==> src/rtl/msrv32_dmem_access_unit.sv <==
// Data-memory access unit for the MSRV32 load/store stage: issues one registered
// bus request per load/store, formats lane data, and reports misalignment/timeout.
module msrv32_dmem_access_unit #(
    parameter int TIMEOUT_CYCLES = 16
) (
    input  logic        clk_in,
    input  logic        reset_in,
    input  logic        start_in,
    input  logic        is_store_in,
    input  logic [1:0]  load_size_in,
    input  logic        load_unsigned_in,
    input  logic [31:0] addr_in,
    input  logic [31:0] store_data_in,
    input  logic        dmem_ack_in,
    input  logic [31:0] dmem_rdata_in,
    output logic        dmem_req_out,
    output logic        dmem_we_out,
    output logic [31:0] dmem_addr_out,
    output logic [3:0]  dmem_wmask_out,
    output logic [31:0] dmem_wdata_out,
    output logic        stall_out,
    output logic [31:0] load_data_out,
    output logic        done_out,
    output logic [1:0]  error_out
);

    typedef enum logic [1:0] {S_IDLE, S_BUSY, S_DONE} state_t;

    state_t      state_q, state_d;
    logic [7:0]  cnt_q, cnt_d;
    logic        req_q, req_d;
    logic        we_q, we_d;
    logic [31:0] addr_q, addr_d;
    logic [3:0]  wmask_q, wmask_d;
    logic [31:0] wdata_q, wdata_d;
    logic [31:0] load_data_q, load_data_d;
    logic        done_q, done_d;
    logic [1:0]  error_q, error_d;
    logic [1:0]  size_q, size_d;
    logic        uns_q, uns_d;
    logic [1:0]  off_q, off_d;

    logic        misaligned;
    logic [3:0]  mask_fmt;
    logic [31:0] wdata_fmt;
    logic [7:0]  byte_sel;
    logic [15:0] half_sel;
    logic [31:0] load_fmt;

    always_comb begin
        misaligned = ((load_size_in == 2'b01) && addr_in[0]) ||
                     (load_size_in[1] && (addr_in[1:0] != 2'b00));
        case (load_size_in)
            2'b00: begin
                mask_fmt  = 4'b0001 << addr_in[1:0];
                wdata_fmt = {4{store_data_in[7:0]}};
            end
            2'b01: begin
                mask_fmt  = 4'b0011 << addr_in[1:0];
                wdata_fmt = {2{store_data_in[15:0]}};
            end
            default: begin
                mask_fmt  = 4'b1111;
                wdata_fmt = store_data_in;
            end
        endcase
    end

    // Load formatting uses the size/offset latched at issue, not the live inputs.
    always_comb begin
        case (off_q)
            2'd0:    byte_sel = dmem_rdata_in[7:0];
            2'd1:    byte_sel = dmem_rdata_in[15:8];
            2'd2:    byte_sel = dmem_rdata_in[23:16];
            default: byte_sel = dmem_rdata_in[31:24];
        endcase
        half_sel = off_q[1] ? dmem_rdata_in[31:16] : dmem_rdata_in[15:0];
        case (size_q)
            2'b00:   load_fmt = uns_q ? {24'd0, byte_sel} : {{24{byte_sel[7]}}, byte_sel};
            2'b01:   load_fmt = uns_q ? {16'd0, half_sel} : {{16{half_sel[15]}}, half_sel};
            default: load_fmt = dmem_rdata_in;
        endcase
    end

    always_comb begin
        state_d     = state_q;
        cnt_d       = cnt_q;
        req_d       = req_q;
        we_d        = we_q;
        addr_d      = addr_q;
        wmask_d     = wmask_q;
        wdata_d     = wdata_q;
        load_data_d = load_data_q;
        size_d      = size_q;
        uns_d       = uns_q;
        off_d       = off_q;
        done_d      = 1'b0;
        error_d     = 2'b00;
        case (state_q)
            S_IDLE: begin
                if (start_in) begin
                    if (misaligned) begin
                        state_d = S_DONE;
                        done_d  = 1'b1;
                        error_d = 2'b01;
                    end else begin
                        state_d = S_BUSY;
                        cnt_d   = 8'd0;
                        req_d   = 1'b1;
                        we_d    = is_store_in;
                        addr_d  = {addr_in[31:2], 2'b00};
                        wmask_d = is_store_in ? mask_fmt : 4'b0000;
                        wdata_d = wdata_fmt;
                        size_d  = load_size_in;
                        uns_d   = load_unsigned_in;
                        off_d   = addr_in[1:0];
                    end
                end
            end
            S_BUSY: begin
                if (dmem_ack_in) begin
                    state_d = S_DONE;
                    req_d   = 1'b0;
                    we_d    = 1'b0;
                    done_d  = 1'b1;
                    if (!we_q) begin
                        load_data_d = load_fmt;
                    end
                end else if (cnt_q == 8'(TIMEOUT_CYCLES - 1)) begin
                    state_d = S_DONE;
                    req_d   = 1'b0;
                    we_d    = 1'b0;
                    done_d  = 1'b1;
                    error_d = 2'b10;
                end else begin
                    cnt_d = cnt_q + 8'd1;
                end
            end
            S_DONE: begin
                state_d = S_IDLE;
            end
            default: begin
                state_d = S_IDLE;
            end
        endcase
    end

    always_ff @(posedge clk_in or posedge reset_in) begin
        if (reset_in) begin
            state_q     <= S_IDLE;
            cnt_q       <= 8'd0;
            req_q       <= 1'b0;
            we_q        <= 1'b0;
            addr_q      <= 32'd0;
            wmask_q     <= 4'd0;
            wdata_q     <= 32'd0;
            load_data_q <= 32'd0;
            done_q      <= 1'b0;
            error_q     <= 2'b00;
            size_q      <= 2'b00;
            uns_q       <= 1'b0;
            off_q       <= 2'b00;
        end else begin
            state_q     <= state_d;
            cnt_q       <= cnt_d;
            req_q       <= req_d;
            we_q        <= we_d;
            addr_q      <= addr_d;
            wmask_q     <= wmask_d;
            wdata_q     <= wdata_d;
            load_data_q <= load_data_d;
            done_q      <= done_d;
            error_q     <= error_d;
            size_q      <= size_d;
            uns_q       <= uns_d;
            off_q       <= off_d;
        end
    end

    assign dmem_req_out   = req_q;
    assign dmem_we_out    = we_q;
    assign dmem_addr_out  = addr_q;
    assign dmem_wmask_out = wmask_q;
    assign dmem_wdata_out = wdata_q;
    assign load_data_out  = load_data_q;
    assign done_out       = done_q;
    assign error_out      = error_q;
    assign stall_out      = ((state_q == S_IDLE) && start_in) || (state_q == S_BUSY);

endmodule

==> config.mk <==
export PLATFORM = sky130hd
export DESIGN_NAME = msrv32_dmem_access_unit
export DESIGN_NICKNAME = d
export VERILOG_FILES = /design/src/rtl/msrv32_dmem_access_unit.sv
export SDC_FILE = /design/constraint.sdc
export NUM_CORES = 1
export LEC_CHECK = 0
export CELL_PAD_IN_SITES_DETAIL_PLACEMENT = 1
export CELL_PAD_IN_SITES_GLOBAL_PLACEMENT = 1
export CORE_MARGIN = 2
export CORE_UTILIZATION = 34
export DETAILED_ROUTE_END_ITERATION = 10
export GPL_TIMING_DRIVEN = 1
export PLACE_DENSITY_LB_ADDON = 0.1
export SLEW_MARGIN = 20
export SYNTH_ARGS = -nofsm -noshare
export SYNTH_HDL_FRONTEND = slang
export SYNTH_SLANG_ARGS = --single-unit
==> constraint.sdc <==
create_clock -name clk_in -period 8.4 [get_ports clk_in]
set_clock_uncertainty 0.05 [all_clocks]
set_input_delay 1.26 -clock clk_in [delete_from_list [all_inputs] [get_ports clk_in]]
set_output_delay 1.26 -clock clk_in [all_outputs]
set_load 0.01 [all_outputs]
After elaboration in Yosys (flattened, before gate mapping)
Cells that the tools add are included.

Flip-flop bits (word level): 118. Latch bits: 0. Bits in writable memories: 0. Bits in read-only memories: 0. Bits of input ports: 104. Word-level logic and storage cells: 81. Memories: 0.

Add/sub/neg operators: 1. Multiply operators: 0. Div/mod/pow operators: 0. Order comparisons: 0. Equality and inequality tests: 11. Shift-type cells: 2. Mux-type cells: 36. Bitwise logic cells: 2. Reduce and logical (&&, ||, !) cells: 16.

Operator list (number): case mux 32 bit (2 select lines) (2); two-way mux 32 bit (2); two-way mux 8 bit (4); case mux 8 bit (3 select lines) (1); two-way mux 16 bit (1); case mux 8 bit (2 select lines) (1); two-way mux 1 bit (12); two-way mux 2 bit (6); adder 8 x 1 -> 8 bit (second input constant) (1); == test 2 x 1 -> 1 bit (second input constant) (4); == test 8 x 4 -> 1 bit (second input constant) (1); logical NOT 2 bit (4); inequality test 2 bit (second input constant) (4); case mux 2 bit (2 select lines) (2); case mux 4 bit (2 select lines) (1); case mux 1 bit (2 select lines) (3); AND reduction 3 bit (2); AND reduction 5 bit (1); two-way mux 4 bit (1); AND reduction 4 bit (1); nonzero test 2 bit (2); left shift 1 x 2 -> 4 bit (first input constant) (1); left shift 2 x 2 -> 4 bit (first input constant) (1); logical AND 1 bit (3); 5 further kinds (7).

Depth between registers and ports, before layout
Depth in word-level cells: 6. Gate-level depth with buffers: 8. Gate-level depth less buffers: 5.

Worst setup path after synthesis
Ideal clock, no wire load.

Path type: input -> output. From: in start_in. To: out stall_out. Data arrival time: 1.441 ns. Path slack: 5.649 ns. Stages on the path: 2. Cells stage by stage: nor2_1 -> nor2_1.

Word-level cells in the longest chain between the ends: 2.

RTL lines: start, declared (RTL line 8) `input logic start_in,`; logical AND 1 bit (RTL line 188) `assign stall_out = ((state_q == S_IDLE) && start_in) || (state_q == S_BUSY);`; logical OR 1 bit (RTL line 188); end, declared (RTL line 21) `output logic stall_out,`.

No other way between the ends.

Worst setup path in the final report
Same ends and word-level chain as after synthesis.

==> out/results.ini <==
[synthesis]
synth_edf_count=0
async_flop_share_pct=100
synth_top_area_share_pct=55.2
synth-main-ff-cell=dfrtp_1
yosysSeqAreaShare_pct=55.2
synthTopCellsByCount=nand2_1 (197), dfrtp_1 (118), o21ai_0 (59)
synth_seq_cells=118
synth_area_mm2=0.00535
synth_area_leaders=dfrtp_1 (55%), nand2_1 (14%), mux2i_1 (6.4%), o21ai_0 (5.5%), nand3_1 (3.4%)
synth_top_cell_by_area=dfrtp_1
ys_warn_count=0
synth_area_per_cell_um2=9.04
yosysMostFrequentCell=nand2_1
ys_types=42
syn-instance-count=592

[clock_tree]
cts_tree=yes
hold_buffers=0
cts_sinks=118
post_cts_resized=0
clk_latency_ns=0.41
clk_pin_slew_ns=0.05
cts_buffers=17
cts_root_buffer=clkbuf_16
cts_max_level=4
cts_buffer_depth=2
post_cts.repair.setup_buffers=0

[power]
seqPwrFrac_pct=34.4
pwr-share-comb_pct=38.7
p_int_w=0.00192
netSwitchingFraction_pct=33.3
vdd.ir_drop.worst_v=0.000174
power_switching_w=0.000959
p_per_area_mw_per_mm2=349
power.leakage_nw=3.71
clockPowerShare_pct=27.0

[detailed_routing]
vias=5016
avgViaCountPerCell=4.97
drc_errors=0
antenna_left=0
drt-wirelength-per-cell_um=17.0
drtIter0Drc=266
routed_wl_um=17200
drt_pass1_iterations=4

[floorplan]
core_area_mm2=0.0153
ios=210
start_util_pct=35.0
die_y_um=129
std_cell_rows=45
dieArea_mm2=0.0168
die_w_um=129

[cells_and_area]
n_fill_cell=1706
num_antenna_cells=0
drive_gt1_share_pct=6.26
multi_input_area_mm2=0.00225
area_delta_synth_final_pct=54.2
finalNetCount=891
fin_util_pct=53.9
seq_area_mm2=0.00295

[sta]
relSlewSlack_pct=36.8
setup_violations=0
slew_viol_final=0
tightest_slew_ns=0.948
rsz0062_at_grt=false
min_period_ns=3.80
timing.final.crit_share_pct=45.2
setup-tns-final_ns=0
hold_violations=0
hold-worst-slack_ns=0.420
fmax_mhz=263

[setup_path]
r2r_slack_ns=5.99
cp-end-kind=output pin
start_kind=primary input
critPathMaxFanout=3
arrival_ns=2.49
required_ns=7.09
criticalPathCategory=in2out

[flow_run]
maxCapViolCount=0

[placed_design]
place.gp.congestion=0.800
dpl.hpwl_um=11700
io_buffers=207

[grt]
antenna_found_initial=0
gr-total-overflow=0
grt_pass1_vias=5392
grt_pass1_wl_um=27400
grt_max_degree=105
track_usage_pct=21.1

[run_status]
status=finished, final reports clean

[worst_hold_path]
hold_path_class=reg2reg

==> final timing paths <==
path                       depth (start not counted)              from           endpoint
max in group asynchronous                          3          reset_in  load_data_out[19]
min in group asynchronous                          2          reset_in   dmem_addr_out[3]
min                                                2  dmem_addr_out[3]   dmem_addr_out[3]
max reg2reg                                        4          off_q[1]  load_data_out[31]
min reg2reg                                        2  dmem_addr_out[3]   dmem_addr_out[3]
max                                                4          start_in          stall_out
==> through the flow <==
| stage | total power [W] | setup WS (ns) | cells | cell area, um2 |
|---|---|---|---|---|
| 2_1_floorplan | 0.00144 | 3.96 | 593 | 5360 |
| 3_3_place_gp | 0.00207 | 4.17 | 977 | 7600 |
| 3_5_place_dp | 0.00211 | 4.01 | 977 | 7600 |
| 4_1_cts | 0.00291 | 4.44 | 1009 | 8230 |
| 5_1_grt | 0.00306 | 4.49 | 1010 | 8250 |
| 6_report | 0.00288 | 4.60 | 1010 | 8250 |
==> layout by cell type (no fill, tap or decap), types with 2 or more instances in the layout <==
cell type,n
or3_1,7
mux2i_1,34
and3_1,2
nor3_1,2
clkinvlp_4,4
inv_1,4
bufinv_16,4
xnor2_1,2
a21oi_1,25
clkinv_2,4
conb_1,2
nand3_1,35
o21ai_0,59
nand4_1,4
nor3b_1,2
a31o_2,2
clkdlybuf4s50_1,207
nor2_1,19
nand2b_1,8
dfrtp_1,118
nand3b_1,8
buf_4,5
clkbuf_8,2
clkbuf_16,17
nand2_1,197
nor2b_1,2
==> critical path, cell delays in order <==
cell and delay (ns):
clkdlybuf4s50_1 0.51, nor2_1 0.05, nor2_1 0.10, clkdlybuf4s50_1 0.57
==> cell type report <==
type	count	share of cell area [%]
Tap cell	211	3.20
Clock buffer	19	5.49
Multi-Input combinational cell	431	27.3
Sequential cell	118	35.8
Timing Repair Buffer	213	25.8
Inverter	5	0.258
Clock inverter	13	2.17
==> power groups by stage <==
stage	Sequential, W	Combinational, W	Clock [W]
final	0.000989	0.00111	0.000777
after global routing	0.00102	0.00122	0.000819
after CTS	0.000994	0.00113	0.000790
after detailed placement	0.000997	0.00112	0
after global placement	0.000985	0.00108	0
after floorplan	0.00106	0.000375	0
==> registers in the layout, indices dropped and copies added, names as in the netlist <==
register,cells
state_q,2
load_data_out,32
dmem_req_out,1
dmem_wmask_out,4
uns_q,1
dmem_addr_out,30
dmem_wdata_out,32
off_q,2
error_out,2
size_q,2
dmem_we_out,1
done_out,1
cnt_q,8
==> cell families (layout without fill, tap and decap cells) <==
logic type               after synthesis  after routing  share of synthesized area [%]
flip-flops                           118            118                           55.2
multiplexers                          36             36                           6.99
buffers and inverters                 44            250                           3.44
XOR/XNOR                               3              3                          0.491
AO/OA/AOI/OAI                         97             97                           10.1
AND/OR/NAND/NOR                      292            292                           23.6
adder cells (fa/ha/maj)                1              1                          0.234
other                                  1              2                         0.0701
==> per-layer routing <==
layer	share of wire [%]	GRT usage (%)	up-vias
met4	2.1	7.91	0
met1	42	26.0	2474
met5	0	0	-
met3	7.7	7.43	22
met2	48	34.3	153
li1	-	-	2367
No activity file was read; power rests on OpenSTA's default activity.
